**src/rtl/flash_audio_streamer.sv**
```systemverilog
// Streams audio samples from an Avalon-MM flash through a word prefetch FIFO.
// Optional: define FLASH_STREAM_UNDERRUN_CNT_EN to add the underrun_count output.
module flash_audio_streamer #(
  parameter int unsigned BURST_LEN  = 4,
  parameter int unsigned FIFO_DEPTH = 16,
  parameter int unsigned SAMPLE_W   = 8
) (
  input  logic                clk,
  input  logic                rst,
  input  logic                start,
  input  logic [22:0]         start_addr,
  input  logic [22:0]         end_addr,
  input  logic                reverse,
  input  logic                loop_en,
  input  logic                pause,
  input  logic                stop,
  input  logic                sample_tick,
  output logic                flash_mem_read,
  output logic                flash_mem_write,
  output logic [22:0]         flash_mem_address,
  output logic [5:0]          flash_mem_burstcount,
  output logic [3:0]          flash_mem_byteenable,
  output logic [31:0]         flash_mem_writedata,
  input  logic                flash_mem_waitrequest,
  input  logic                flash_mem_readdatavalid,
  input  logic [31:0]         flash_mem_readdata,
  output logic [SAMPLE_W-1:0] audio_output,
  output logic                audio_valid,
  output logic                busy,
  output logic                done,
  output logic                underrun
`ifdef FLASH_STREAM_UNDERRUN_CNT_EN
  ,
  output logic [15:0]         underrun_count
`endif
);

  localparam int unsigned SPW = 32 / SAMPLE_W;
  localparam int unsigned AW  = $clog2(FIFO_DEPTH);
  localparam int unsigned IW  = (SPW > 1) ? $clog2(SPW) : 1;

  localparam logic [1:0] StIdle  = 2'd0;
  localparam logic [1:0] StIssue = 2'd1;
  localparam logic [1:0] StWait  = 2'd2;
  localparam logic [1:0] StDrain = 2'd3;

  localparam logic [23:0] BurstMax = 24'(BURST_LEN);

  logic [1:0]          state_q, state_d;
  logic [22:0]         cur_q, cur_d;
  logic [22:0]         first_q, first_d;
  logic [22:0]         last_q, last_d;
  logic                rev_q, rev_d;
  logic                loop_q, loop_d;
  logic                rd_q, rd_d;
  logic [22:0]         addr_q, addr_d;
  logic [5:0]          bc_q, bc_d;
  logic [5:0]          left_q, left_d;
  logic                discard_q, discard_d;
  logic                busy_q, busy_d;
  logic                done_q, done_d;
  logic                underrun_q, underrun_d;
  logic [SAMPLE_W-1:0] aout_q, aout_d;
  logic                avalid_q, avalid_d;
  logic                wvalid_q, wvalid_d;
  logic [31:0]         word_q, word_d;
  logic [IW-1:0]       idx_q, idx_d;

  logic [31:0]         mem [FIFO_DEPTH];
  logic [AW-1:0]       wptr_q, rptr_q;
  logic [AW:0]         cnt_q, cnt_d;

`ifdef FLASH_STREAM_UNDERRUN_CNT_EN
  logic [15:0]         ucnt_q, ucnt_d;
`endif

  logic                start_ok, abort, beat, last_beat, range_last, space_ok, take_req;
  logic                avail, push, pop, pending;
  logic [23:0]         rem;
  logic [5:0]          bc_calc;
  logic [22:0]         next_cur;
  logic [15:0]         free16;
  logic [31:0]         head, src_word, shifted;
  logic [IW-1:0]       sel;
  logic [SAMPLE_W-1:0] sample;

  assign start_ok = start && (start_addr <= end_addr);
  // A restart or stop always flushes; the in-flight burst is drained separately.
  assign abort    = stop || start_ok;

  assign rem      = {1'b0, last_q} - {1'b0, cur_q} + 24'd1;
  assign bc_calc  = rev_q ? 6'd1 : ((rem < BurstMax) ? rem[5:0] : BurstMax[5:0]);
  assign free16   = 16'(FIFO_DEPTH) - 16'(cnt_q);
  assign space_ok = free16 >= 16'(bc_calc);

  assign beat       = flash_mem_readdatavalid && (state_q == StWait);
  assign last_beat  = beat && (left_q == 6'd1);
  assign range_last = rev_q ? (cur_q == first_q) : (rem == 24'(bc_q));
  assign next_cur   = rev_q ? (range_last ? last_q : cur_q - 23'd1)
                            : (range_last ? first_q : cur_q + 23'(bc_q));

  assign head     = mem[rptr_q];
  assign src_word = wvalid_q ? word_q : head;
  assign avail    = wvalid_q || (cnt_q != '0);
  assign sel      = rev_q ? (IW'(SPW - 1) - idx_q) : idx_q;
  assign shifted  = src_word >> (32'(sel) * SAMPLE_W);
  assign sample   = shifted[SAMPLE_W-1:0];
  assign take_req = sample_tick && !pause && busy_q;

  assign push    = beat && !discard_q && !abort;
  // The holding word register refills from the FIFO head whenever it is empty.
  assign pop     = !abort && !wvalid_q && (cnt_q != '0);
  assign pending = ((state_q == StIssue) && rd_q) || ((state_q == StWait) && !last_beat);
  assign cnt_d   = cnt_q + (AW + 1)'(push) - (AW + 1)'(pop);

  always_comb begin
    state_d    = state_q;
    cur_d      = cur_q;
    first_d    = first_q;
    last_d     = last_q;
    rev_d      = rev_q;
    loop_d     = loop_q;
    rd_d       = rd_q;
    addr_d     = addr_q;
    bc_d       = bc_q;
    left_d     = left_q;
    discard_d  = discard_q;
    busy_d     = busy_q;
    done_d     = 1'b0;
    underrun_d = underrun_q;
    aout_d     = aout_q;
    avalid_d   = 1'b0;
    wvalid_d   = wvalid_q || pop;
    word_d     = pop ? head : word_q;
    idx_d      = idx_q;
`ifdef FLASH_STREAM_UNDERRUN_CNT_EN
    ucnt_d     = ucnt_q;
`endif

    case (state_q)
      StIssue: begin
        if (!rd_q) begin
          if (space_ok) begin
            rd_d   = 1'b1;
            addr_d = cur_q;
            bc_d   = bc_calc;
          end
        end else if (!flash_mem_waitrequest) begin
          rd_d    = 1'b0;
          left_d  = bc_q;
          state_d = StWait;
        end
      end
      StWait: begin
        if (beat) begin
          left_d = left_q - 6'd1;
          if (left_q == 6'd1) begin
            if (discard_q) begin
              // busy still high here means a restart is waiting for the drain.
              discard_d = 1'b0;
              state_d   = busy_q ? StIssue : StIdle;
            end else if (range_last && !loop_q) begin
              state_d = StDrain;
            end else begin
              state_d = StIssue;
              cur_d   = next_cur;
            end
          end
        end
      end
      default: ;
    endcase

    if (take_req) begin
      if (avail) begin
        aout_d   = sample;
        avalid_d = 1'b1;
        if (idx_q == IW'(SPW - 1)) begin
          idx_d    = '0;
          wvalid_d = 1'b0;
          if ((state_q == StDrain) && (cnt_q == '0)) begin
            done_d  = 1'b1;
            busy_d  = 1'b0;
            state_d = StIdle;
          end
        end else begin
          idx_d = idx_q + IW'(1);
        end
      end else if (!discard_q) begin
        underrun_d = 1'b1;
`ifdef FLASH_STREAM_UNDERRUN_CNT_EN
        if (ucnt_q != 16'hFFFF) ucnt_d = ucnt_q + 16'd1;
`endif
      end
    end

    if (abort) begin
      wvalid_d = 1'b0;
      idx_d    = '0;
      avalid_d = 1'b0;
      aout_d   = aout_q;
      done_d   = 1'b0;
      if (pending) begin
        discard_d = 1'b1;
      end else begin
        discard_d = 1'b0;
        rd_d      = 1'b0;
        state_d   = start_ok ? StIssue : StIdle;
      end
      if (start_ok) begin
        first_d    = start_addr;
        last_d     = end_addr;
        rev_d      = reverse;
        loop_d     = loop_en;
        cur_d      = reverse ? end_addr : start_addr;
        busy_d     = 1'b1;
        underrun_d = 1'b0;
`ifdef FLASH_STREAM_UNDERRUN_CNT_EN
        ucnt_d     = 16'd0;
`endif
      end else begin
        busy_d = 1'b0;
      end
    end
  end

  always_ff @(posedge clk) begin
    if (rst) begin
      state_q    <= StIdle;
      cur_q      <= '0;
      first_q    <= '0;
      last_q     <= '0;
      rev_q      <= 1'b0;
      loop_q     <= 1'b0;
      rd_q       <= 1'b0;
      addr_q     <= '0;
      bc_q       <= '0;
      left_q     <= '0;
      discard_q  <= 1'b0;
      busy_q     <= 1'b0;
      done_q     <= 1'b0;
      underrun_q <= 1'b0;
      aout_q     <= '0;
      avalid_q   <= 1'b0;
      wvalid_q   <= 1'b0;
      word_q     <= '0;
      idx_q      <= '0;
      wptr_q     <= '0;
      rptr_q     <= '0;
      cnt_q      <= '0;
    end else begin
      state_q    <= state_d;
      cur_q      <= cur_d;
      first_q    <= first_d;
      last_q     <= last_d;
      rev_q      <= rev_d;
      loop_q     <= loop_d;
      rd_q       <= rd_d;
      addr_q     <= addr_d;
      bc_q       <= bc_d;
      left_q     <= left_d;
      discard_q  <= discard_d;
      busy_q     <= busy_d;
      done_q     <= done_d;
      underrun_q <= underrun_d;
      aout_q     <= aout_d;
      avalid_q   <= avalid_d;
      wvalid_q   <= wvalid_d;
      word_q     <= word_d;
      idx_q      <= idx_d;
      if (abort) begin
        wptr_q <= '0;
        rptr_q <= '0;
        cnt_q  <= '0;
      end else begin
        if (push) wptr_q <= wptr_q + AW'(1);
        if (pop)  rptr_q <= rptr_q + AW'(1);
        cnt_q <= cnt_d;
      end
    end
  end

  always_ff @(posedge clk) begin
    if (push) mem[wptr_q] <= flash_mem_readdata;
  end

`ifdef FLASH_STREAM_UNDERRUN_CNT_EN
  always_ff @(posedge clk) begin
    if (rst) ucnt_q <= 16'd0;
    else     ucnt_q <= ucnt_d;
  end
  assign underrun_count = ucnt_q;
`endif

  assign flash_mem_read       = rd_q;
  assign flash_mem_write      = 1'b0;
  assign flash_mem_address    = addr_q;
  assign flash_mem_burstcount = bc_q;
  assign flash_mem_byteenable = 4'hF;
  assign flash_mem_writedata  = 32'h0;
  assign audio_output         = aout_q;
  assign audio_valid          = avalid_q;
  assign busy                 = busy_q;
  assign done                 = done_q;
  assign underrun             = underrun_q;

endmodule

```
**config.mk**
```make
export PLATFORM = sky130hd
export DESIGN_NAME = flash_audio_streamer
export DESIGN_NICKNAME = d
export VERILOG_FILES = /design/src/rtl/flash_audio_streamer.sv
export SDC_FILE = /design/constraint.sdc
export NUM_CORES = 1
export LEC_CHECK = 0
export CAP_MARGIN = 0
export CELL_PAD_IN_SITES_DETAIL_PLACEMENT = 0
export CELL_PAD_IN_SITES_GLOBAL_PLACEMENT = 1
export CORE_MARGIN = 1.5
export CORE_UTILIZATION = 48
export CTS_BUF_LIST = sky130_fd_sc_hd__clkbuf_4 sky130_fd_sc_hd__clkbuf_8 sky130_fd_sc_hd__clkbuf_16
export CTS_CLUSTER_SIZE = 25
export DETAILED_ROUTE_END_ITERATION = 8
export HOLD_SLACK_MARGIN = 0.08
export PLACE_DENSITY_LB_ADDON = 0.1
export SLEW_MARGIN = 0
export SYNTH_ARGS = -nofsm -noshare
export SYNTH_HDL_FRONTEND = slang
export SYNTH_SLANG_ARGS = --single-unit
export TNS_END_PERCENT = 20
```
**constraint.sdc**
```tcl
create_clock -name clk -period 14.2 [get_ports clk]
set_input_delay 1.42 -clock clk [delete_from_list [all_inputs] [get_ports clk]]
set_output_delay 1.42 -clock clk [all_outputs]
set_load 0.1 [all_outputs]
```
# Word level (Yosys, flattened, before mapping)
# Memories as Yosys holds them, arrays and structs flattened. A register that Yosys moved wholly into a read port is not among the register bits.
# Cells that the tools add are included.
totals:
  memories: 1
  regBits: 170
  in_bits: 88
  elab_cells: 164
  output_inout_bits: 79
  ramBits: 512
classes:
  addsub: 12
  n_mux: 67
  n_reduce_logical: 43
  bitwise_logic: 5
  magnitude_cmp: 3
  shifts: 1
  n_eq_ne: 10
mem_list:
  columns: ["memory", "depth", "width", "rd", "rd_ports_with_merged_regs", "write_ports", "line_no", "source"]
  rows:
  - ["mem", 16, 32, 1, 1, 1, "69", "logic [31:0] mem [FIFO_DEPTH];"]
ops:
  columns: ["op", "n"]
  rows:
  - ["two-way mux 23 bit", 11]
  - ["two-way mux 1 bit", 32]
  - ["two-way mux 32 bit", 1]
  - [">> shifter 32 x 5 -> 8 bit", 1]
  - ["two-way mux 6 bit", 5]
  - ["two-way mux 2 bit", 14]
  - ["adder 24 x 1 -> 24 bit (second input constant)", 1]
  - ["== test 24 x 6 -> 1 bit", 1]
  - ["< comparator 24 x 3 -> 1 bit (second input constant)", 1]
  - ["subtractor 23 x 23 -> 24 bit", 1]
  - ["adder 23 x 6 -> 23 bit", 1]
  - ["== test 23 bit", 1]
  - ["<= comparator 23 bit", 1]
  - ["subtractor 23 x 1 -> 23 bit (second input constant)", 1]
  - [">= comparator 16 x 6 -> 1 bit", 1]
  - ["nonzero test 2 bit", 8]
  - ["logical AND 1 bit", 13]
  - ["case mux 6 bit (2 select lines)", 1]
  - ["AND reduction 3 bit", 3]
  - ["adder 4 x 1 -> 4 bit (second input constant)", 2]
  - ["two-way mux 4 bit", 2]
  - ["AND reduction 4 bit", 2]
  - ["== test 2 bit (second input constant)", 3]
  - ["== test 6 x 1 -> 1 bit (second input constant)", 1]
  - ["other kinds (18)", 33]

# Depth between registers and ports, before layout
# Gate-level depths: netlist (run 1).
logic_depth:
  depth_word: 16
  depth_mapped: 27
  mapped_depth_nobuf: 26

# Least setup slack after synthesis (run 1)
# OpenSTA, ideal clock, no wires.
synth_path:
  path_kind: "reg2reg"
  start: "register cur_q[9]"
  end: "register addr_q[16], in the netlist flash_mem_address[16]"
  setup_ns: 0.070
  path_slack_ns: 8.553
  t_required_ns: 14.130
  path_stages_with_launch: 26
  n_path_buf: 3
  synth_period_minus_slack_ns: 5.647
  t_arrival_ns: 5.577
  path_cell_list: "dfxtp_1 clkbuf_1 inv_1 ha_1 ha_1 a21o_1 o21ba_4 o221ai_2 or3_1 a21oi_2 xnor2_1 or4_4 nor4_1 a21o_1 ha_1 nand2b_1 a21o_1 a21o_1 a21oi_1 nor2b_1 o21ai_0 a311o_1 clkbuf_1 buf_1 nand2_1 a21oi_1"
synth_between:
  elab_chain_cells: 7
synth_rtl:
  columns: ["element", "line_no", "source"]
  rows:
  - ["from (decl)", "50", "logic [22:0] cur_q, cur_d;"]
  - ["from (signal assigned)", "253", "cur_q <= cur_d;"]
  - ["subtractor 23 x 23 -> 24 bit", "91", "assign rem = {1'b0, last_q} - {1'b0, cur_q} + 24'd1;"]
  - ["adder 24 x 1 -> 24 bit", "91", null]
  - ["< comparator 24 x 3 -> 1 bit", "92", "assign bc_calc = rev_q ? 6'd1 : ((rem < BurstMax) ? rem[5:0] : BurstMax[5:0]);"]
  - ["two-way mux 6 bit (2 in series)", "92", null]
  - ["named net bc_calc[0]", "80", "logic [5:0] bc_calc;"]
  - [">= comparator 16 x 6 -> 1 bit", "94", "assign space_ok = free16 >= 16'(bc_calc);"]
  - ["AND reduction 3 bit (no line)", null, null]
  - ["to (signal assigned)", "259", "addr_q <= addr_d;"]
  - ["to (decl)", "56", "logic [22:0] addr_q, addr_d;"]
# The timed path passes the listed nets, and every way through them passes these cells.
# A chain may end at the register's enable or synchronous reset.

# Worst setup path in the final report (run 1)
layout_path:
  start: "register cur_q[2]"
  end: "register bc_q[3], in the netlist flash_mem_burstcount[3]"
layout_between:
  elab_chain_cells: 7
layout_rtl:
  columns: ["element", "line_no", "source"]
  rows:
  - ["subtractor 23 x 23 -> 24 bit", "91", null]
  - ["adder 24 x 1 -> 24 bit", "91", null]
  - ["< comparator 24 x 3 -> 1 bit", "92", null]
  - ["two-way mux 6 bit (2 in series)", "92", null]
  - ["named net bc_calc[0]", "80", null]
  - [">= comparator 16 x 6 -> 1 bit", "94", null]
  - ["AND reduction 3 bit (no line)", null, null]
  - ["to (signal assigned)", "237", "bc_q <= '0;"]
  - ["to (signal assigned)", "260", "bc_q <= bc_d;"]
  - ["to (decl)", "57", "logic [5:0] bc_q, bc_d;"]
# The timed path passes the listed nets, and every way through them passes these cells.

==> results.yml, run 1 <==
sta:
  fmax_mhz: 130
  rsz0062_at_grt: "false"
  slew_violations: 0
  slew_headroom_pct: 22.1
  fin_crit_ps: 7680
  post-route-period-util_pct: 54.1
  setup_viol_count_final: 0
  fin_skew_ps: 47.1
  worst-slew-pin-transition_ps: 1160
  tns_ps: 0
  finalHoldViolations: 0
pwr:
  power_density_nw_per_um2: 127
  power_frac_seq_pct: 48.0
  max-vdd-ir-drop_mv: 0.114
  p_leak_nw: 12.2
  clkPwrFrac_pct: 41.8
  switchingPower_w: 0.00114
  internal_power_w: 0.00344
  p_comb_share_pct: 10.2
  swShare_pct: 24.8
hold_path:
  min_path_cells: 2
  holdCritStartpoint: "word_q[4]$_SDFFE_PP0P_"
  min_to: "word_q[4]$_SDFFE_PP0P_"
  hp-class: "reg2reg"
final_layout:
  antenna_cells: 0
  syn2layout_area_growth_pct: 14.5
  layout-drive-gt1-share_pct: 16.0
  fin_util_pct: 55.7
  final_nets: 2512
  final_common_cell: "edfxtp_1"
  layout_common_cells: "512 x edfxtp_1, 178 x mux4_2, 169 x nand2_1, 169 x dfxtp_1, 130 x nor2_1"
critical_path:
  cpMostUsedCell: "a21o_1"
  critical_path.slowest_cell: "nor4_1"
  cpPeakStageDelay_ps: 900
  r2r-end: "flash_mem_burstcount[3]$_SDFFE_PP0P_"
  crit_buf_inv: 4
  worstPathMaxFanout: 29
  cp-end-kind: "register"
  start_kind: "register"
  crit_arrival_ps: 8240
  crit_required_ps: 14760
  criticalPathCategory: "reg2reg"
  r2r_cells: 25
  critical_path.top_delay_family: "simple AND/OR/NAND/NOR gates"
  reg2reg_from: "cur_q[2]$_SDFF_PP0_"
  reg2reg_slack_ps: 6520
clock_network:
  clock_tree.buffer_depth: 3
  post_cts_buffers: 0
  cts-root-buf: "clkbuf_16"
  insertion_delay_ps: 640
  cts_resized: 0
  hold_buffers: 0
  cts_buffers: 74
  h-tree-depth: 3
  clk_pin_slew_worst_paths_ps: 60
  tritoncts: "built"
  cts_num_sinks: 686
floorplan:
  start_util_pct: 48.6
  core_um2: 64600
  die_y_um: 259
  rows: 93
  ioPinCount: 167
  die-area_um2: 66900
  fp.dieW_um: 259
outcome:
  outcome: "complete, no violations"
yosys:
  ys.warnings.count: 0
  ys.flop_type: "edfxtp_1"
  synth_async_sr_flop_share_pct: 0
  synth_cell_type_count: 72
  ys_top_cells_by_area: "edfxtp_1 49%, mux4_2 13%, dfxtp_1 11%"
  seq_area_frac_synth_pct: 60.1
  avgSynthCellArea_um2: 14.3
  yosys_register_bits: 686
  synth-edff-count: 512
  synthCells: 2188
  synth_top_area_share_pct: 49.0
  syn_area_um2: 31400
  synth_area_leader_cell: "edfxtp_1"
global_route:
  grt_max_degree: 89
  grt_pass1_wl_um: 120000
  first_global_vias: 18700
  antenna_found_initial: 0
  grt.total_usage_pct: 24.2
  overflow: 0
route:
  drtPass1Iterations: 5
  via_per_inst: 5.74
  drc: 0
  wl_per_cell_um: 24.9
  totalWireLength_um: 80300
  drt_iter0_drc: 1492
  vias: 18500
  ant_nets: 0
flow_run:
  max_cap_violations: 0
placement:
  dp_hpwl_um: 49700
  portBuffers: 129
  gp_congestion: 0.880
worst min-delay path, stage by stage (launching register included):
cell and delay, ps:
dfxtp_1 300, nand2_1 50, a21oi_1 50
state kept, by name, summed over array words and instances (netlist names), 2 cells and up, named ones only:
name and flops:
flash_mem_burstcount 6, cnt_q 5, first_q 23, cur_q 23, flash_mem_address 23, rptr_q 4
audio_output 8, mem 512, idx_q 2, state_q 2, wptr_q 4, last_q 23
word_q 32, left_q 6
synthesized netlist by cell type, types with 20 or more instances:
cell      instances
mux4_2          178
nand4_1          25
buf_4            38
edfxtp_1        512
nand2_1         169
ha_1            102
a211oi_1         44
nor2_1          130
xnor2_1          59
clkbuf_1         90
inv_1            83
nor3_1           31
xor2_1           20
mux2i_1         115
dfxtp_1         174
o21ai_0          27
a21oi_1         121
nor2b_1          28
a21o_1           20
layer usage:
| layer | track usage [%] | wire length, um |
|---|---|---|
| met3 | 3.74 | 3530 |
| met4 | 6.55 | 1940 |
| met5 | 0 | 0 |
| met1 | 31.8 | 34000 |
| met2 | 42.0 | 40900 |
layout make-up:
cell class	instances	area (um^2)
inverters	86	323
flip-flops and latches	686	18900
well taps	855	1070
clock buffers	99	2080
multi-input cells	1303	11700
fillers	5253	28600
repair buffers	168	1580
clock inverters	35	370
metrics by stage:
stage | hold WS [ps] | cells | setup slack, ps | total power (W) | area (um^2)
floorplan | 433 | 2226 | 8550 | 0.00257 | 31500
global placement | 438 | 3098 | 6740 | 0.00270 | 33500
detailed placement | 443 | 3098 | 6540 | 0.00270 | 33500
CTS | 451 | 3232 | 6510 | 0.00461 | 36000
global route | 474 | 3232 | 5920 | 0.00474 | 36000
finish | 451 | 3232 | 6520 | 0.00457 | 36000
power groups by stage:
stage,registers [W],logic (W),clock network (W)
after floorplan,0.00223,0.000333,0
after global placement,0.00224,0.000461,0
after detailed placement,0.00224,0.000461,0
after CTS,0.00220,0.000463,0.00195
after global routing,0.00220,0.000505,0.00203
final,0.00220,0.000464,0.00191
worst max-delay path by stage:
stage                              from                                   end  slack [ps]  cells past startpoint
floorplan           cur_q[9]$_SDFF_PP0_    flash_mem_address[16]$_SDFFE_PP0P_        8550                     25
global placement    cur_q[1]$_SDFF_PP0_  flash_mem_burstcount[4]$_SDFFE_PP0P_        6740                     26
detailed placement  cur_q[1]$_SDFF_PP0_  flash_mem_burstcount[3]$_SDFFE_PP0P_        6540                     26
CTS                 cur_q[2]$_SDFF_PP0_  flash_mem_burstcount[3]$_SDFFE_PP0P_        6510                     25
global route        cur_q[1]$_SDFF_PP0_  flash_mem_burstcount[3]$_SDFFE_PP0P_        5920                     26
finish              cur_q[2]$_SDFF_PP0_  flash_mem_burstcount[3]$_SDFFE_PP0P_        6520                     25
cell families (layout without fill, tap and decap cells):
group           count (synthesis)  count (layout)  share of synthesized area, %
mux                           300             300                          16.8
xor+xnor                       79              79                          2.20
flops                         686             686                          60.1
other cells                     2              40                        0.0239
buf+inv                       237             388                          3.40
fa+ha+maj                     105             105                          4.26
compound gates                287             287                          5.92
simple gates                  492             492                          7.33
Power figures use the tool's default switching activity.
==> run 2: changes to the inputs <==
Settings changed: CORE_UTILIZATION 48 to 46.
Clock period 14.2 ns to 6.7 ns, I/O delays scaled along.
==> results.yml, run 2 (synthesized netlist as in run 1, its figures left out) <==
final_layout:
  antenna_cells: 0
  final_nets: 2533
  final_common_cell: "edfxtp_1"
  regMostFlops: "mem"
  layout-drive-gt1-share_pct: 16.7
  syn2layout_area_growth_pct: 15.3
  reg.largest.list: "mem (512), word_q (32)"
  largest_register_ffs: 512
  layout_common_cells: "512 x edfxtp_1, 178 x mux4_2, 169 x nand2_1, 169 x dfxtp_1, 130 x nor2_1"
route:
  drc: 0
  drtPass1Iterations: 5
  totalWireLength_um: 81600
  vias: 18800
  wl_per_cell_um: 25.0
  via_per_inst: 5.74
  ant_nets: 0
  drt_iter0_drc: 1405
clock_network:
  clk_pin_slew_worst_paths_ps: 60
  post_cts_buffers: 0
  cts_buffers: 74
  h-tree-depth: 3
  cts-root-buf: "clkbuf_16"
  insertion_delay_ps: 630
  tritoncts: "built"
  clock_tree.buffer_depth: 3
  cts_num_sinks: 686
sta:
  slew_violations: 0
  tns_ps: 0
  post-route-period-util_pct: 91.7
  fin_skew_ps: 23.9
  finalHoldViolations: 0
  rsz0062_at_grt: "false"
  fin_crit_ps: 6150
  worst-slew-pin-transition_ps: 1290
  slew_headroom_pct: 13.6
  fin_ws_ps: 553
  fmax_mhz: 163
  setup_viol_count_final: 0
pwr:
  power_density_nw_per_um2: 269
  switchingPower_w: 0.00242
  max-vdd-ir-drop_mv: 0.252
  p_total_w: 0.00972
  internal_power_w: 0.00730
  p_leak_nw: 12.3
  p_comb_share_pct: 10.5
  clkPwrFrac_pct: 41.7
  swShare_pct: 24.9
  power_frac_seq_pct: 47.7
global_route:
  antenna_found_initial: 1
  grt.total_usage_pct: 23.5
  grt_pass1_wl_um: 121000
  overflow: 0
  first_global_vias: 19200
  grt_max_degree: 129
critical_path:
  cp-end-kind: "register"
  path_cells: "inv_1 > ha_1 > ha_1 > a21oi_1 > o21ai_0 > nor2_1 > nor3_1 > a21oi_2 > xnor2_1 > or4_4 > nor4_4 > a21o_1 > ha_1 > nand2b_1 > a21o_1 > a21o_1 > a21oi_1 > nor2b_1 > o21ai_0 > a311o_1 > buf_4 > nor3_1 > a21oi_1 > nor2_1"
  r2r_cells: 24
  worstPathMaxFanout: 23
  crit_required_ps: 7170
  crit_arrival_ps: 6620
  critical_path.slowest_cell: "or4_4"
  critPathLaunch: "cur_q[15]$_SDFF_PP0_"
  reg2reg_from: "cur_q[15]$_SDFF_PP0_"
  start_kind: "register"
  criticalPathCategory: "reg2reg"
  cpPeakStageDelay_ps: 600
floorplan:
  rows: 95
  die-area_um2: 69800
  die_y_um: 264
  fp.dieW_um: 264
  ioPinCount: 167
  start_util_pct: 46.6
  core_um2: 67400
placement:
  dp_hpwl_um: 53100
  place_ws_ps: 343
  gp_congestion: 0.897
  portBuffers: 129
hold_path:
  min_path_cells: 2
  hp-class: "reg2reg"
  holdCritStartpoint: "word_q[15]$_SDFFE_PP0P_"
outcome:
  outcome: "complete, no violations"
flow_run:
  max_cap_violations: 0
run 2: cell count changes in the layout (fill, tap and decap cells not counted), moves of 2 or more:
| cell | change |
|---|---|
| clkinvlp_4 | -2 |
| clkinv_1 | +2 |
| clkbuf_4 | -3 |
| buf_12 | +3 |
| buf_4 | +18 |
run 2: area by class of cell:
class / instances / area (um^2)
Tap cell: 873 / 1090
Fill cell: 5557 / 31200
Inverter: 86 / 323
Clock buffer: 97 / 2090
Timing Repair Buffer: 189 / 1780
Multi-Input combinational cell: 1303 / 11700
Sequential cell: 686 / 18900
Clock inverter: 36 / 370
run 2: path summary, 6_finish.rpt:
path	to	slack [ps]
setup / recovery	flash_mem_burstcount[2]$_SDFFE_PP0P_	550
hold / removal	word_q[15]$_SDFFE_PP0P_	450
setup reg to reg	flash_mem_burstcount[2]$_SDFFE_PP0P_	550
hold reg to reg	word_q[15]$_SDFFE_PP0P_	450
run 2: power by group through the flow:
stage | Combinational (W) | Sequential [W] | Clock (W)
finish | 0.00102 | 0.00464 | 0.00406
global route | 0.00111 | 0.00464 | 0.00431
CTS | 0.00101 | 0.00464 | 0.00414
detailed placement | 0.00101 | 0.00473 | 0
global placement | 0.00101 | 0.00473 | 0
floorplan | 0.000707 | 0.00473 | 0
run 2: per-stage QoR:
step / hold slack [ps] / utilization [%] / cells / instance area (um^2)
final: 453 / 53.7 / 3270 / 36200
after global routing: 471 / 53.7 / 3270 / 36200
after CTS: 455 / 53.7 / 3270 / 36200
after detailed placement: 447 / 50.0 / 3137 / 33700
after global placement: 438 / 50.0 / 3137 / 33700
after floorplan: 433 / - / 2226 / 31500
run 2: repair_timing:
item / 4_1_cts / 5_1_grt
hold buffers: 0 / 0
endpoints found under the setup margin: 0 / 28
resized for setup: 0 / 4
run 2: metal layers:
layer | vias up | routed length [um] | track usage, % | share of wire [%]
met3 | 153 | 3860 | 3.63 | 4.7
met2 | 514 | 42100 | 41.3 | 52
met5 | - | 10 | 0 | 0.012
met4 | 2 | 2730 | 7.97 | 3.3
li1 | 8592 | - | - | -
met1 | 9506 | 32900 | 29.5 | 40
run 2: critical path, delay by kind of cell, from the launching register on:
family / cells / cell delay [ps]
flops: 1 / 520
simple gates: 8 / 1720
compound gates: 10 / 2100
xor+xnor: 1 / 170
buf+inv: 2 / 520
fa+ha+maj: 3 / 990
